===== src/rtl/button_event_if.sv =====
// Event channel between the button edge arbiter and its consumer.
// Handshake: the master holds event_valid and event_id stable until a cycle
// where event_ready is also high; that cycle transfers exactly one event.
// The consumer may drive event_ready freely, and it may depend on event_valid.
interface button_event_if #(
   parameter int width    = 4,
   parameter int id_width = (width > 1) ? $clog2(width) : 1
);
   logic [width-1:0]    signal_in;
   logic                event_valid;
   logic [id_width-1:0] event_id;
   logic                event_ready;
   logic [width-1:0]    overflow;
   logic                clear_overflow;

   modport master (
      input  signal_in, event_ready, clear_overflow,
      output event_valid, event_id, overflow
   );

   modport slave (
      output signal_in, event_ready, clear_overflow,
      input  event_valid, event_id, overflow
   );
endinterface


===== src/rtl/button_event_arbiter.sv =====
// Turns rising edges on debounced button levels into a stream of channel ids.
// Each edge sets a pending bit. A round-robin search grants one pending
// channel into a single registered output slot.
module button_event_arbiter #(
   parameter int width    = 4,
   parameter int id_width = (width > 1) ? $clog2(width) : 1
) (
   input logic          clk,
   input logic          rst_n,
   button_event_if.master bus
);

   logic [width-1:0]    prev;
   logic [width-1:0]    pending;
   logic [width-1:0]    overflow_r;
   logic                valid_r;
   logic [id_width-1:0] id_r;
   logic [id_width-1:0] last_grant;

   logic [width-1:0]    edge_det;
   logic [width-1:0]    grant_mask;
   logic [width-1:0]    overflow_set;
   logic [id_width-1:0] grant_idx;
   logic [id_width-1:0] cand;
   logic                grant_found;
   logic                slot_free;
   logic                grant;

   assign edge_det  = bus.signal_in & ~prev;
   assign slot_free = ~valid_r | bus.event_ready;
   assign grant     = slot_free & grant_found;

   // Round-robin search: walk from last_grant+1, wrap at width-1, end at last_grant.
   always_comb begin
      grant_found = 1'b0;
      grant_idx   = '0;
      cand        = last_grant;
      for (int k = 0; k < width; k++) begin
         if (cand == id_width'(width - 1)) cand = '0;
         else                              cand = cand + id_width'(1);
         if (!grant_found && pending[cand]) begin
            grant_found = 1'b1;
            grant_idx   = cand;
         end
      end
   end

   // One-hot mask of the channel being granted this cycle (zero if none).
   always_comb begin
      grant_mask = '0;
      if (grant) grant_mask[grant_idx] = 1'b1;
   end

   // An edge is lost only if its channel is still pending and not being granted now.
   assign overflow_set = edge_det & pending & ~grant_mask;

   // Previous-level register. It resets high so lines already up at reset stay silent.
   always_ff @(posedge clk or negedge rst_n) begin
      if (!rst_n) prev <= '1;
      else        prev <= bus.signal_in;
   end

   // Pending and overflow bits. A new edge beats a grant, and an overflow set beats a clear.
   always_ff @(posedge clk or negedge rst_n) begin
      if (!rst_n) begin
         pending    <= '0;
         overflow_r <= '0;
      end else begin
         pending <= (pending & ~grant_mask) | edge_det;
         if (bus.clear_overflow) overflow_r <= overflow_set;
         else                    overflow_r <= overflow_r | overflow_set;
      end
   end

   // Output slot: when free, load the granted channel or go idle; otherwise hold.
   always_ff @(posedge clk or negedge rst_n) begin
      if (!rst_n) begin
         valid_r    <= 1'b0;
         id_r       <= '0;
         last_grant <= id_width'(width - 1);
      end else if (slot_free) begin
         if (grant_found) begin
            valid_r    <= 1'b1;
            id_r       <= grant_idx;
            last_grant <= grant_idx;
         end else begin
            valid_r <= 1'b0;
         end
      end
   end

   assign bus.event_valid = valid_r;
   assign bus.event_id    = id_r;
   assign bus.overflow    = overflow_r;

endmodule


===== src/flat_wrapper.sv =====
// flat-port wrapper written by rule: the top's interface ports become plain ports
module button_event_arbiter_flat 
#(
   parameter int width    = 4,
   parameter int id_width = (width > 1) ? $clog2(width) : 1
)
  (clk, rst_n, bus_signal_in, bus_event_ready, bus_clear_overflow, bus_event_valid, bus_event_id, bus_overflow);
  button_event_if #(.width(width), .id_width(id_width)) bus_i ();
  input logic clk;
  input logic rst_n;
  input wire logic [$bits(bus_i.signal_in)-1:0] bus_signal_in;
  input wire logic [$bits(bus_i.event_ready)-1:0] bus_event_ready;
  input wire logic [$bits(bus_i.clear_overflow)-1:0] bus_clear_overflow;
  output wire logic [$bits(bus_i.event_valid)-1:0] bus_event_valid;
  output wire logic [$bits(bus_i.event_id)-1:0] bus_event_id;
  output wire logic [$bits(bus_i.overflow)-1:0] bus_overflow;
  assign bus_i.signal_in = bus_signal_in;
  assign bus_i.event_ready = bus_event_ready;
  assign bus_i.clear_overflow = bus_clear_overflow;
  assign bus_event_valid = bus_i.event_valid;
  assign bus_event_id = bus_i.event_id;
  assign bus_overflow = bus_i.overflow;
  button_event_arbiter #(.width(width), .id_width(id_width)) u_core (.clk(clk), .rst_n(rst_n), .bus(bus_i));
endmodule

===== config.mk =====
export PLATFORM = sky130hd
export DESIGN_NAME = button_event_arbiter_flat
export DESIGN_NICKNAME = d
export VERILOG_FILES = /design/src/rtl/button_event_if.sv /design/src/rtl/button_event_arbiter.sv /design/src/flat_wrapper.sv
export SDC_FILE = /design/constraint.sdc
export NUM_CORES = 1
export LEC_CHECK = 0
export BUFFER_PORTS_ARGS = -buffer_cell sky130_fd_sc_hd__buf_4
export CORE_MARGIN = 3
export CORE_UTILIZATION = 25
export CTS_CLUSTER_DIAMETER = 150
export DETAILED_ROUTE_END_ITERATION = 8
export GPL_TIMING_DRIVEN = 0
export SETUP_SLACK_MARGIN = 0.3
export SYNTH_ARGS = -nofsm -noshare
export SYNTH_HDL_FRONTEND = slang
export SYNTH_SLANG_ARGS = --single-unit

===== constraint.sdc =====
create_clock -name clk -period 3.1 [get_ports clk]
set_input_delay 0.31 -clock clk [delete_from_list [all_inputs] [get_ports clk]]
set_output_delay 0.31 -clock clk [all_outputs]
set_load 0.1 [all_outputs]

# == After elaboration in Yosys (flattened, before gate mapping) ==
# Index checks and enable logic that the tools add are counted.
# totals
reg_bits,17
inputBits,8
output_inout_bits,7
elab_cells,64
# classes
n_addsub,4
n_lt_le_gt_ge,6
n_eq_ne,4
mux,25
bitwise,11
n_reduce_logical,8
# ops
op,count
AND 4 bit,4
2-to-1 mux 2 bit,8
less-than comparator 2 x 3 -> 1 bit (second input constant),5
2-to-1 mux 1 bit,10
adder 2 x 1 -> 2 bit (second input constant),4
binary-select mux 1 bit (select 2 bit),4
== test 2 bit (second input constant),4
2-to-1 mux 4 bit,2
NOT 4 bit,2
bitwise OR 4 bit,2
logical AND 1 bit,4
logical NOT 1 bit,3
demux 1 bit (select 2 bit),1
>= comparator 2 x 1 -> 1 bit (second input constant),1
AND reduction 2 bit,1
AND 1 bit,1
NOT 1 bit,1
bitwise OR 1 bit,1

# == Depth between registers and ports, before layout ==
# logic_depth
ltp_word,23
ltp_mapped,5
ltp_nobuf,5

# == Worst setup path after synthesis ==
# Ideal clock, no wire load.
# synth_timing
path_type,register -> register
startpoint,register u_core.last_grant[0]
endpoint,"register u_core.overflow_r[2], in the netlist u_core.bus.overflow[2]"
t_arrival_ns,1.627
required_ns,2.960
path_slack_ns,1.332
path_stages_with_launch,6
path_buffers,0
synth_period_minus_slack_ns,1.768
path_cell_list,dfstp_2 -> ha_1 -> nand2b_1 -> a21o_1 -> a31oi_1 -> o21ai_0
# synth_between
elab_chain_cells,23
# synth_lines
element,line_no,source
from (decl),button_event_arbiter.sv:18,logic [id_width-1:0] last_grant;
from (signal assigned),button_event_arbiter.sv:80,last_grant <= id_width'(width - 1);
from (signal assigned),button_event_arbiter.sv:85,last_grant <= grant_idx;
adder 2 x 1 -> 2 bit / == test 2 bit (equally long branches),"button_event_arbiter.sv:40, button_event_arbiter.sv:39",
2-to-1 mux 2 bit *,button_event_arbiter.sv:39,if (cand == id_width'(width - 1)) cand = '0;
branches (longest 16 deep; another with less-than comparator 2 x 3 -> 1 bit),--,
2-to-1 mux 4 bit *,button_event_arbiter.sv:51,if (grant) grant_mask[grant_idx] = 1'b1;
NOT 4 bit *,button_event_arbiter.sv:55,assign overflow_set = edge_det & pending & ~grant_mask;
AND 4 bit *,button_event_arbiter.sv:55,
bitwise OR 4 bit,button_event_arbiter.sv:71,else overflow_r <= overflow_r | overflow_set;
2-to-1 mux 4 bit *,button_event_arbiter.sv:70,if (bus.clear_overflow) overflow_r <= overflow_set;
to (signal assigned),button_event_arbiter.sv:70,
to (signal assigned),button_event_arbiter.sv:71,
to (decl),button_event_arbiter.sv:15,logic [width-1:0] overflow_r;
# Every way passes the cells marked *. The select of a mux whose other input is x is not followed.
# A chain may end at the register's enable or synchronous reset.

# == Final worst setup path ==
# Ends and elaborated chain as after synthesis.

==> impl_metrics.py <==
metrics = {
    "finish": {
        "drive_above_1_share_pct": 32.2,
        "final_common_cell": "buf_4",
        "fin_nets": 100,
        "fin_util_pct": 34.2,
        "final_cell_mix": "14 x buf_4, 11 x dfrtp_1, 9 x nor2_1",
        "antenna_cells": 0,
        "syn2layout_area_growth_pct": 24.9,
    },
    "sta": {
        "tightest_slew_ps": 505,
        "setup_viol": 0,
        "slew_violations": 0,
        "rsz0062_at_grt": "no",
        "post-route-period-util_pct": 64.7,
        "skew_ps": 18.6,
        "relSlewSlack_pct": 66.1,
        "fmax_mhz": 499,
        "setup-tns-final_ps": 0,
        "hold_violations": 0,
        "finalCriticalPeriod_ps": 2010,
    },
    "detailed_routing": {
        "drtIter0Drc": 29,
        "via_per_inst": 4.53,
        "route.detailed.drc": 0,
        "wire_per_inst_um": 12.2,
        "wl_mm": 1.61,
        "final_antenna_net_count": 0,
        "num_vias": 598,
        "dr.pass1.iters": 4,
    },
    "setup_path": {
        "r2r_cells": 5,
        "critical_path_class": "flip-flop to flip-flop",
        "cp_data_arrival_time_ps": 2180,
        "startpoint_type": "flip-flop",
        "r2r_start": "u_core.last_grant[0]$_DFFE_PN1N_",
        "required_ps": 3270,
        "cp_max_fo": 6,
        "r2r_slack_ps": 1090,
        "r2r_end": "u_core.bus.overflow[2]$_DFF_PN0_",
        "end_kind": "flip-flop",
    },
    "die": {
        "io_pins": 15,
        "start_util_pct": 27.4,
        "dieArea_um2": 3890,
        "chipWidth_um": 62.4,
        "die_y_um": 62.4,
        "row_count": 19,
        "fp.coreArea_um2": 2900,
    },
    "clocking": {
        "cts_max_level": 1,
        "cts_hold_buf": 1,
        "cts_num_sinks": 17,
        "clock_latency_ps": 300,
        "clockBufferDepth": 2,
        "root_buffer": "clkbuf_4",
        "cts_resized": 0,
        "cts_setup_buffers": 0,
        "clk_pin_slew_ps": 110,
        "cts_buffers": 3,
        "cts_tree": "yes",
    },
    "global_route": {
        "track_usage_pct": 9.26,
        "grt_antenna_before_repair": 0,
        "grt_pass1_vias": 631,
        "grt_max_degree": 18,
        "grt_pass1_wl_mm": 2.88,
        "overflow": 0,
    },
    "worst_hold_path": {
        "hold_end": "u_core.prev[1]$_DFF_PN1_",
        "hold_depth": 1,
        "hold_start": "bus_signal_in[1]",
        "hp-class": "primary input to flip-flop",
    },
    "yosys": {
        "syn_nets": 80,
        "yosysUniqueCellTypes": 25,
        "synth_top_cell_area_share_pct": 34.6,
        "ys_seq_area_share_pct": 54.5,
        "synth.area.top_cells": "dfrtp_1 35%, dfstp_2 20%, nor2_1 4.3%",
        "synth_area_leader_cell": "dfrtp_1",
        "synth_cells": 71,
        "synth_area_um2": 795,
        "ys_warn_count": 0,
        "syn_avg_cell_area_um2": 11.2,
        "synth_seq_cells": 17,
    },
    "placement": {
        "gp_congestion": 0.763,
        "io_buffers": 14,
        "dp_hpwl_mm": 1.18,
    },
    "flow_run": {
        "cap_viol_max_count": 0,
    },
    "outcome": {
        "outcome": "completed",
    },
}
## cells in the mapped netlist, drive strengths merged
| library cell | instances |
|---|---|
| dfstp | 6 |
| nor2 | 9 |
| a21oi | 4 |
| a32oi | 2 |
| buf | 2 |
| o311ai | 1 |
| a21o | 3 |
| o41ai | 1 |
| nor4 | 1 |
| nand2 | 5 |
| nor2b | 4 |
| o21ai | 4 |
| a31oi | 3 |
| and4b | 1 |
| nand2b | 2 |
| o211ai | 1 |
| o31a | 1 |
| a2bb2oi | 2 |
| nand3 | 1 |
| dfrtp | 11 |
| inv | 5 |
| ha | 1 |
| o32ai | 1 |
## routing by layer
layer / up-vias / share of wire (%) / GRT usage (%)
met5: - / 0 / 0
met4: 0 / 1.2 / 3.31
met3: 2 / 5.7 / 3.96
met2: 13 / 47 / 14.4
met1: 291 / 46 / 11.5
li1: 292 / - / -
## cell families after synthesis
group           count (synthesis)  share of synthesized area [%]
fa+ha+maj                       1                           1.57
simple gates                   23                           14.8
flops                          17                           54.5
buf+inv                         7                           4.41
compound gates                 23                           24.7
## stage by stage
| stage | hold slack [ps] | instances | setup WS (ps) | area (um^2) |
|---|---|---|---|---|
| 4_1_cts | 98.1 | 132 | 1060 | 992 |
| 3_3_place_gp | 182 | 127 | 1130 | 952 |
| 6_report | 109 | 132 | 1090 | 992 |
| 2_1_floorplan | 14.4 | 71 | 1330 | 795 |
| 3_5_place_dp | 188 | 127 | 1080 | 952 |
| 5_1_grt | 74.7 | 132 | 860 | 992 |
## critical path: stages (launching register included)
cell and delay (ps):
dfstp_2 600, ha_1 300, nand2b_1 170, a21o_1 190, a31oi_1 440, o21ai_0 170
## sequential cells by signal, summed over array words and instances (netlist names)
signal / count
u_core.last_grant: 2
u_core.prev: 4
u_core.pending: 4
u_core.bus.event_id: 2
u_core.bus.event_valid: 1
u_core.bus.overflow: 4
## final cells by class
cell class	instances	area, um^2
Clock buffer	3	22.5
Buffer	2	16.3
Inverter	5	18.8
Timing Repair Buffer	15	115
Clock inverter	1	7.51
Sequential cell	17	433
Tap cell	42	52.6
Multi-Input combinational cell	47	327
Fill cell	311	1910
## worst max path at each step
| stage | from | end | slack [ps] |
|---|---|---|---|
| 2_1_floorplan | u_core.last_grant[0]$_DFFE_PN1N_ | u_core.bus.overflow[2]$_DFF_PN0_ | 1330 |
| 3_3_place_gp | u_core.last_grant[0]$_DFFE_PN1N_ | u_core.bus.overflow[2]$_DFF_PN0_ | 1130 |
| 3_5_place_dp | u_core.last_grant[0]$_DFFE_PN1N_ | u_core.bus.overflow[2]$_DFF_PN0_ | 1080 |
| 4_1_cts | u_core.last_grant[0]$_DFFE_PN1N_ | u_core.bus.overflow[2]$_DFF_PN0_ | 1060 |
| 5_1_grt | u_core.last_grant[0]$_DFFE_PN1N_ | u_core.bus.overflow[2]$_DFF_PN0_ | 860 |
| 6_report | u_core.last_grant[0]$_DFFE_PN1N_ | u_core.bus.overflow[2]$_DFF_PN0_ | 1090 |
Power is left out: the tool's default activity adds up to more than one toggle a clock period on the data nets, which glitch-free logic cannot reach.
